--- src/rtl/mem_arbiter_rr_pkg.sv ---
// Shared types for the cacheline memory arbiter: FSM encoding, arbitration
// mode selectors, default address/line types and an index-width helper.
package arbiter_types;

    typedef enum logic [1:0] {
        IDLE = 2'd0,
        BUSY = 2'd1,
        DONE = 2'd2
    } arb_state_t;

    localparam int ARB_RR    = 0;
    localparam int ARB_FIXED = 1;

    typedef logic [31:0]  addr_t;
    typedef logic [255:0] line_t;

    // Width of a binary client index; at least one bit even for one client.
    function automatic int idx_width(input int n);
        return (n > 1) ? $clog2(n) : 1;
    endfunction

endpackage

--- src/rtl/mem_arbiter_rr_picker.sv ---
// Combinational rotating-priority picker: the first set request at or after
// `base`, wrapping around, wins. A base of zero gives fixed lowest-index
// priority.
module rr_priority_picker
    import arbiter_types::*;
#(
    parameter int NUM_CLIENTS = 2,
    parameter int IDX_W       = idx_width(NUM_CLIENTS)
) (
    input  logic [NUM_CLIENTS-1:0] req,
    input  logic [IDX_W-1:0]       base,
    output logic [NUM_CLIENTS-1:0] grant_oh,
    output logic [IDX_W-1:0]       grant_idx,
    output logic                   valid
);

    int   cand;
    logic found;

    // Scan clients starting at base; the first requester takes the grant.
    always_comb begin
        grant_oh  = '0;
        grant_idx = '0;
        found     = 1'b0;
        cand      = 0;
        for (int k = 0; k < NUM_CLIENTS; k++) begin
            cand = int'(base) + k;
            if (cand >= NUM_CLIENTS) cand = cand - NUM_CLIENTS;
            if (!found && req[cand]) begin
                found           = 1'b1;
                grant_oh[cand]  = 1'b1;
                grant_idx       = IDX_W'(cand);
            end
        end
        valid = found;
    end

endmodule

--- src/rtl/mem_arbiter_rr.sv ---
// N-client cacheline arbiter in front of the single physical-memory adaptor.
// The winning request is captured at grant time so the adaptor sees stable
// address/data/op for the whole transaction.
//
// Handshake: clients hold client_read/client_write high (level) until they
// see their one-cycle client_resp pulse; the adaptor sees pmem_read/pmem_write
// held high until it returns pmem_resp for one cycle, which completes the
// transaction in that same cycle.
module mem_arbiter_rr
    import arbiter_types::*;
#(
    parameter int NUM_CLIENTS = 2,
    parameter int ADDR_WIDTH  = 32,
    parameter int LINE_WIDTH  = 256,
    parameter int ARB_MODE    = ARB_RR
) (
    input  logic                              clk,
    input  logic                              rst,
    input  logic [NUM_CLIENTS*ADDR_WIDTH-1:0] client_address,
    input  logic [NUM_CLIENTS*LINE_WIDTH-1:0] client_wdata,
    input  logic [NUM_CLIENTS-1:0]            client_read,
    input  logic [NUM_CLIENTS-1:0]            client_write,
    output logic [LINE_WIDTH-1:0]             client_rdata,
    output logic [NUM_CLIENTS-1:0]            client_resp,
    output logic [NUM_CLIENTS-1:0]            grant,
    output logic [ADDR_WIDTH-1:0]             pmem_address,
    output logic [LINE_WIDTH-1:0]             pmem_wdata,
    output logic                              pmem_read,
    output logic                              pmem_write,
    input  logic [LINE_WIDTH-1:0]             pmem_rdata,
    input  logic                              pmem_resp,
    output logic [1:0]                        state_dbg
);

    localparam int IDX_W = idx_width(NUM_CLIENTS);

    arb_state_t             state, next_state;
    logic [NUM_CLIENTS-1:0] req;
    logic [NUM_CLIENTS-1:0] win_oh;
    logic [IDX_W-1:0]       win_idx;
    logic                   win_valid;
    logic [IDX_W-1:0]       rr_ptr;
    logic [IDX_W-1:0]       pick_base;
    logic                   arbitrate;

    logic [NUM_CLIENTS-1:0] grant_q;
    logic                   op_write_q;
    logic [ADDR_WIDTH-1:0]  addr_q;
    logic [LINE_WIDTH-1:0]  wdata_q;

    logic [ADDR_WIDTH-1:0]  sel_addr;
    logic [LINE_WIDTH-1:0]  sel_wdata;
    logic                   sel_write;

    assign req       = client_read | client_write;
    assign pick_base = (ARB_MODE == ARB_FIXED) ? '0 : rr_ptr;
    assign arbitrate = (state != BUSY) && win_valid;

    rr_priority_picker #(
        .NUM_CLIENTS (NUM_CLIENTS),
        .IDX_W       (IDX_W)
    ) u_picker (
        .req       (req),
        .base      (pick_base),
        .grant_oh  (win_oh),
        .grant_idx (win_idx),
        .valid     (win_valid)
    );

    // Route the winning client's address, data and op to the capture registers.
    always_comb begin
        sel_addr  = '0;
        sel_wdata = '0;
        sel_write = 1'b0;
        for (int i = 0; i < NUM_CLIENTS; i++) begin
            if (win_oh[i]) begin
                sel_addr  = client_address[i*ADDR_WIDTH +: ADDR_WIDTH];
                sel_wdata = client_wdata[i*LINE_WIDTH +: LINE_WIDTH];
                sel_write = client_write[i];
            end
        end
    end

    // Next-state: IDLE and DONE both arbitrate; BUSY waits for the adaptor.
    always_comb begin
        next_state = state;
        case (state)
            IDLE, DONE: next_state = win_valid ? BUSY : IDLE;
            BUSY:       next_state = pmem_resp ? DONE : BUSY;
            default:    next_state = IDLE;
        endcase
    end

    // State, request capture, grant ownership and rotating pointer.
    always_ff @(posedge clk) begin
        if (rst) begin
            state      <= IDLE;
            grant_q    <= '0;
            op_write_q <= 1'b0;
            addr_q     <= '0;
            wdata_q    <= '0;
            rr_ptr     <= '0;
        end else begin
            state <= next_state;
            if (arbitrate) begin
                grant_q    <= win_oh;
                op_write_q <= sel_write;
                addr_q     <= sel_addr;
                wdata_q    <= sel_wdata;
                if (win_idx == IDX_W'(NUM_CLIENTS - 1)) rr_ptr <= '0;
                else                                    rr_ptr <= win_idx + 1'b1;
            end else if (state == BUSY && pmem_resp) begin
                grant_q <= '0;
            end
        end
    end

    // Flag a client that asks for read and write at once; the write is served.
    always_ff @(posedge clk) begin
        if (!rst && arbitrate && sel_write) begin
            assert ((client_read & win_oh) == '0)
            else $warning("mem_arbiter_rr: client %0d read and write both high, serving write", win_idx);
        end
    end

    assign grant        = (state == BUSY) ? grant_q : '0;
    assign pmem_read    = (state == BUSY) && !op_write_q;
    assign pmem_write   = (state == BUSY) &&  op_write_q;
    assign pmem_address = addr_q;
    assign pmem_wdata   = wdata_q;
    assign client_rdata = pmem_rdata;
    assign client_resp  = (state == BUSY && pmem_resp) ? grant_q : '0;
    assign state_dbg    = state;

endmodule

--- config.mk ---
export PLATFORM = sky130hd
export DESIGN_NAME = mem_arbiter_rr
export DESIGN_NICKNAME = d
export VERILOG_FILES = /design/src/rtl/mem_arbiter_rr_pkg.sv /design/src/rtl/mem_arbiter_rr_picker.sv /design/src/rtl/mem_arbiter_rr.sv
export SDC_FILE = /design/constraint.sdc
export NUM_CORES = 1
export LEC_CHECK = 0
export ABC_AREA = 1
export CAP_MARGIN = 30
export CORE_AREA = 2 2 545 547
export CTS_BUF_LIST = sky130_fd_sc_hd__clkbuf_8 sky130_fd_sc_hd__clkbuf_16
export CTS_CLUSTER_SIZE = 20
export DETAILED_ROUTE_END_ITERATION = 8
export DIE_AREA = 0 0 547 549
export GPL_ROUTABILITY_DRIVEN = 0
export GPL_TIMING_DRIVEN = 0
export SLEW_MARGIN = 40
export SYNTH_ARGS = -nofsm -noshare
export SYNTH_HDL_FRONTEND = slang
export SYNTH_SLANG_ARGS = --single-unit
--- constraint.sdc ---
create_clock -name clk -period 1.6 [get_ports clk]
set_input_delay 0.32 -clock clk [delete_from_list [all_inputs] [get_ports clk]]
set_output_delay 0.32 -clock clk [all_outputs]
set_load 0.01 [all_outputs]
Yosys cells after proc, flatten, opt, wreduce, memory -nomap -nowiden
Index checks and enable logic that the tools add are counted.
{"block": "totals", "elab_cells": 65, "register_bits": 294}
{"block": "op_classes", "n_lt_le_gt_ge": 6, "n_eq_ne": 3, "n_bitwise": 2, "n_reduce_logical": 12, "addsub": 4, "n_mux": 32}
{"operator": "256-bit two-way mux", "n": 2}
{"operator": "32-bit two-way mux", "n": 4}
{"operator": "32-bit by 1-bit >= comparator with 1-bit output (second input constant)", "n": 2}
{"operator": "32-bit by 3-bit < comparator with 1-bit output (second input constant)", "n": 2}
{"operator": "32-bit by 3-bit >= comparator with 1-bit output (second input constant)", "n": 1}
{"operator": "32-bit by 3-bit subtractor with 32-bit output (second input constant)", "n": 1}
{"operator": "1-bit two-way mux", "n": 16}
{"operator": "2-bit two-way mux", "n": 7}
{"operator": "1-bit logical AND", "n": 7}
{"operator": "2-bit bitwise OR", "n": 2}
{"operator": "2-bit one-hot mux with 2 select lines", "n": 1}
{"operator": "1-bit by 2-bit subtractor with 3-bit output (second input constant)", "n": 1}
{"operator": "1-bit by 1-bit adder with 2-bit output (second input constant)", "n": 1}
{"operator": "1-bit demux with 1-bit select", "n": 2}
{"operator": "2-bit by 1-bit equality test with 1-bit output (second input constant)", "n": 1}
{"operator": "2-bit equality test (second input constant)", "n": 1}
{"operator": "1-bit by 2-bit >= comparator with 1-bit output (second input constant)", "n": 1}
{"operator": "1-bit logical NOT", "n": 2}
{"operator": "2-bit logical NOT", "n": 1}
{"operator": "2-bit by 1-bit != test with 1-bit output (second input constant)", "n": 1}
{"operator": "2-bit nonzero test", "n": 1}
{"operator": "2-bit OR reduction", "n": 1}
{"operator": "1-bit adder (second input constant)", "n": 1}

Logic depth before layout (Yosys ltp)
{"block": "logic_depth", "depth_word": 11, "mapped_depth": 10, "ltp_nobuf": 8}

Hierarchy
From an unflattened synthesis, not the netlist that was laid out.
{"block": "unflattened", "hier_cells": 2812, "hier_area_um2": 17291.6}
{"module": "mem_arbiter_rr", "seq_area_each_um2": 5885.6, "area_per_inst_um2": 17236.5, "cells_per_inst": 2798, "n_inst": 1}
{"module": "rr_priority_picker", "seq_area_each_um2": 0.0, "area_per_inst_um2": 55.1, "cells_per_inst": 14, "n_inst": 1}

Worst setup path after synthesis
No wires, ideal clock.
{"block": "synth_timing", "kind": "register -> register", "start": "reg state[0] (netlist: state_dbg[0])", "end": "reg addr_q[10] (netlist: pmem_address[10])", "path_buffers": 3, "slack_ps": 236, "arrival_time_ps": 1255, "path_stages_with_launch": 11, "synth_period_minus_slack_ps": 1364, "setup_ps": 110, "path_cell_list": "dfxtp_1 > inv_2 > nor2_4 > nor2_1 > buf_4 > buf_4 > buf_2 > nand3_1 > nand3_1 > nand2_1 > inv_1"}
{"block": "synth_via", "elab_chain_cells": 2}
{"item": "from (decl)", "line": "mem_arbiter_rr.sv:37", "source": "arb_state_t state, next_state;"}
{"item": "from (signal assigned)", "line": "mem_arbiter_rr.sv:104", "source": "state <= next_state;"}
{"item": "2-bit by 1-bit != test with 1-bit output", "line": "mem_arbiter_rr.sv:57", "source": "assign arbitrate = (state != BUSY) && win_valid;"}
{"item": "1-bit logical AND", "line": "mem_arbiter_rr.sv:57"}
{"item": "to (signal assigned)", "line": "mem_arbiter_rr.sv:108", "source": "addr_q <= sel_addr;"}
{"item": "to (decl)", "line": "mem_arbiter_rr.sv:48", "source": "logic [ADDR_WIDTH-1:0] addr_q;"}
No other way between the ends.
A chain may end at the register's enable or synchronous reset.

Worst setup path after layout
{"block": "layout_timing", "start": "reg state[0] (netlist: state_dbg[0])", "end": "out client_resp[0]"}
{"block": "layout_via", "elab_chain_cells": 3}
{"item": "2-bit by 1-bit equality test with 1-bit output", "line": "mem_arbiter_rr.sv:132", "source": "assign client_resp = (state == BUSY && pmem_resp) ? grant_q : '0;"}
{"item": "1-bit logical AND", "line": "mem_arbiter_rr.sv:132"}
{"item": "2-bit two-way mux", "line": "mem_arbiter_rr.sv:132"}
{"item": "to (decl)", "line": "mem_arbiter_rr.sv:24", "source": "output logic [NUM_CLIENTS-1:0] client_resp,"}
No other way between the ends.

==> results.cfg <==
[sta]
worstMarginPinSlew_ns = 0.778
final.period_utilization_pct = 124
period_needed_ns = 1.98
relSlewSlack_pct = 48.2
setup_viol = 296
setup_ws_ns = -0.382
fin_worst_skew_ns = 0.0318
timing.fmax_mhz = 505
hold_violations = 0
rsz0062_at_grt = true
slew_violations = 0
fin_setup_tns_ns = -51.69

[worst_setup_path]
path_buf_inv = 2
worst_ep_arrival_time_ns = 1.66
slowest_delay_ns = 0.33
critPathMaxFanout = 4
worst_path_max_delay_cell = dfxtp_2
path_class = register to output port
reg2reg_from = state_dbg[0]
crit_family = simple AND/OR/NAND/NOR gates
critPathCaptureType = output port
critPathRequiredTime_ns = 1.28
ff2ff_setup_slack_ns = -0.34
cp_common_cell = nor2_4
ff2ff_path_depth = 13
crit_chain = inv_2, nor2_4, nand2_4, nor2_4, buf_8
worstReg2RegEnd = pmem_wdata[44]
startpoint_type = register

[finish]
fin_cells = 7835
drive_gt1_share_pct = 43.4
fill_cells = 33200
synthToLayoutAreaGrowth_pct = 165
nNetsFinal = 4654
final_area_um2 = 43600

[synthesis]
synth_most_common_cell = nand3_1
synth.net_count = 3348
synthesis.area_um2 = 16400
yosysWarnings = 0
ys_async_sr_fraction_pct = 0
synth.top_cell.area_share_pct = 35.8
ys_top_cells_by_count = 866 x nand3_1, 585 x nand2_1, 294 x dfxtp_1
netlist_top_cells_area = dfxtp_1 36%, nand3_1 26%, nand2_1 13%, buf_4 12%, inv_1 6.7%
synth_cell_types = 16
avgSynthCellArea_um2 = 6.55
synth-seq-cells = 294
synth_edf_count = 0
ys_seq_area_share_pct = 35.8
synth_flop_cell = dfxtp_1
yosysTopAreaCell = dfxtp_1
synthCells = 2509

[global_routing]
grt_antenna_before_repair = 197
grt_first_pass_wirelength_mm = 290
grt_overflow = 0
grt_pass1_vias = 21500
grtUsageTotal_pct = 15.8
grt_max_degree = 13

[detailed_routing]
drc = 0
ant_nets = 0
drt_iter0_markers = 1734
first_pass_iters = 8
routed_wl_mm = 256
post_drt_via_cell_ratio = 3.09
vias = 24200
avgRoutedWirePerCell_um = 32.7

[power_and_ir_drop]
p_leak_nw = 19.8
peakVddDrop_mv = 0.712
swShare_pct = 39.3
p_comb_share_pct = 44.8
power_frac_seq_pct = 24.6
power.switching_mw = 14.1
power_frac_clock_pct = 30.6
p_int_mw = 21.8
powerDensity_nw_per_um2 = 822

[die]
die_area_um2 = 300000
ios = 1391
initial_core_util_pct = 5.57
fp-row-count = 200
fp.dieW_um = 547
core_area_um2 = 295000
fp.dieH_um = 549

[status]
status = complete, but fails checks
violations = negative setup slack

[clock_tree]
htree_levels = 2
cts_max_path_buffers = 3
cts-root-buf = clkbuf_16
cts-buffers-inserted = 44
clock-sinks = 294
cts_tree = yes
clk_pin_slew_ns = 0.06
cts_hold_buf = 0
clock_latency_ns = 0.69

[placement]
place_area_um2 = 32800
dp_hpwl_mm = 217
portBuffers = 1134
dpl.cell_count = 7585

[hold_path]
hold_depth = 5
holdCritPathClass = input port to register
hold_path_end = pmem_wdata[186]
min_from = client_wdata[442]

[job]
maxCapViolations = 0
-- worst max-delay path by stage --
| stage | startpoint | to | slack [ns] | depth (start not counted) |
|---|---|---|---|---|
| after CTS | state_dbg[0] | client_resp[1] | -0.50 | 5 |
| after detailed placement | client_write[0] | pmem_wdata[254] | -1.86 | 10 |
| final | state_dbg[0] | client_resp[0] | -0.38 | 5 |
| after global routing | state_dbg[0] | client_resp[1] | -0.47 | 5 |
| after floorplan | state_dbg[0] | pmem_address[10] | 0.24 | 10 |
| after global placement | rst | pmem_wdata[84] | -2.76 | 7 |
-- worst register-to-register path: stages (launching register included) --
cell       delay (ns)
dfxtp_2          0.33
inv_2            0.05
nor2_4           0.18
buf_6            0.14
nor2_4           0.04
buf_12           0.15
buf_16           0.15
buf_16           0.18
buf_12           0.20
clkbuf_16        0.17
nand3_2          0.07
nand3_2          0.07
nand2_1          0.06
inv_1            0.04
-- flip-flops by register name, summed over array words and instances (netlist names), named ones only --
register / count
pmem_address: 32
op_write_q: 1
state_dbg: 2
grant_q: 2
pmem_wdata: 256
-- per-layer routing --
metal  routed length (um)  vias to the layer above  part of all wire [%]  track usage [%]
met3                37600                      553                    15             10.4
met2               112000                     1812                    44             24.6
met1                91500                    11200                    36             16.6
li1                     -                    10500                     -                -
met5                  588                        -                  0.23                0
met4                14400                       88                   5.6             6.83
-- layout make-up --
| class | instances | area [um^2] | share of cell area [%] |
|---|---|---|---|
| clock inverters | 27 | 308 | 0.706 |
| plain buffers | 432 | 3850 | 8.83 |
| clock buffers | 53 | 1240 | 2.83 |
| well taps | 3939 | 4930 | 11.3 |
| inverters | 294 | 1110 | 2.54 |
| repair buffers | 1276 | 14500 | 33.3 |
| multi-input cells | 1473 | 11400 | 26.2 |
| diodes | 47 | 118 | 0.270 |
| flip-flops and latches | 294 | 6150 | 14.1 |
-- through the flow --
stage / setup WS [ns] / hold slack [ns] / util [%] / power, mW
5_1_grt: -0.471 / 0.256 / 14.8 / 37.6
3_3_place_gp: -2.76 / 0.473 / 11.1 / 20.6
2_1_floorplan: 0.236 / 0.389 / - / 12.5
3_5_place_dp: -1.86 / 0.477 / 11.1 / 20.6
4_1_cts: -0.498 / 0.174 / 12.8 / 33.8
6_report: -0.382 / 0.272 / 14.8 / 35.9
-- cell usage in the layout, fill, tap and decap left out, drive strengths merged --
cell,synthesis,layout
a21oi,6,6
buf,389,694
bufbuf,0,1
bufinv,0,5
clkbuf,59,178
clkdlybuf4s50,0,838
clkinv,0,10
clkinvlp,0,2
dfxtp,294,294
diode,0,47
dlymetal6s2s,0,50
inv,294,304
nand2,585,585
nand3,866,866
nor2,12,12
o21ai,2,2
o21bai,1,1
or2,1,1
-- power by group through the flow --
stage / Sequential, mW / Combinational [mW] / Clock [mW]
final: 8.82 / 16.1 / 11.0
after global routing: 8.90 / 17.1 / 11.6
after CTS: 8.78 / 13.7 / 11.4
after detailed placement: 8.78 / 11.8 / 0
after global placement: 8.76 / 11.8 / 0
after floorplan: 8.95 / 3.58 / 0
-- timing repair --
action                     4_1_cts  5_1_grt
setup endpoints to repair      588      515
gates cloned                    12       32
buffers inserted                48       53
gates resized for setup       1510     1607
pin swaps                       11      144
-- cells by family after synthesis --
group	share of synthesized area, %
flip-flops	35.8
AO/OA/AOI/OAI	0.289
AND/OR/NAND/NOR	40.1
buffers and inverters	23.8
(Power assumes the default switching activity.)
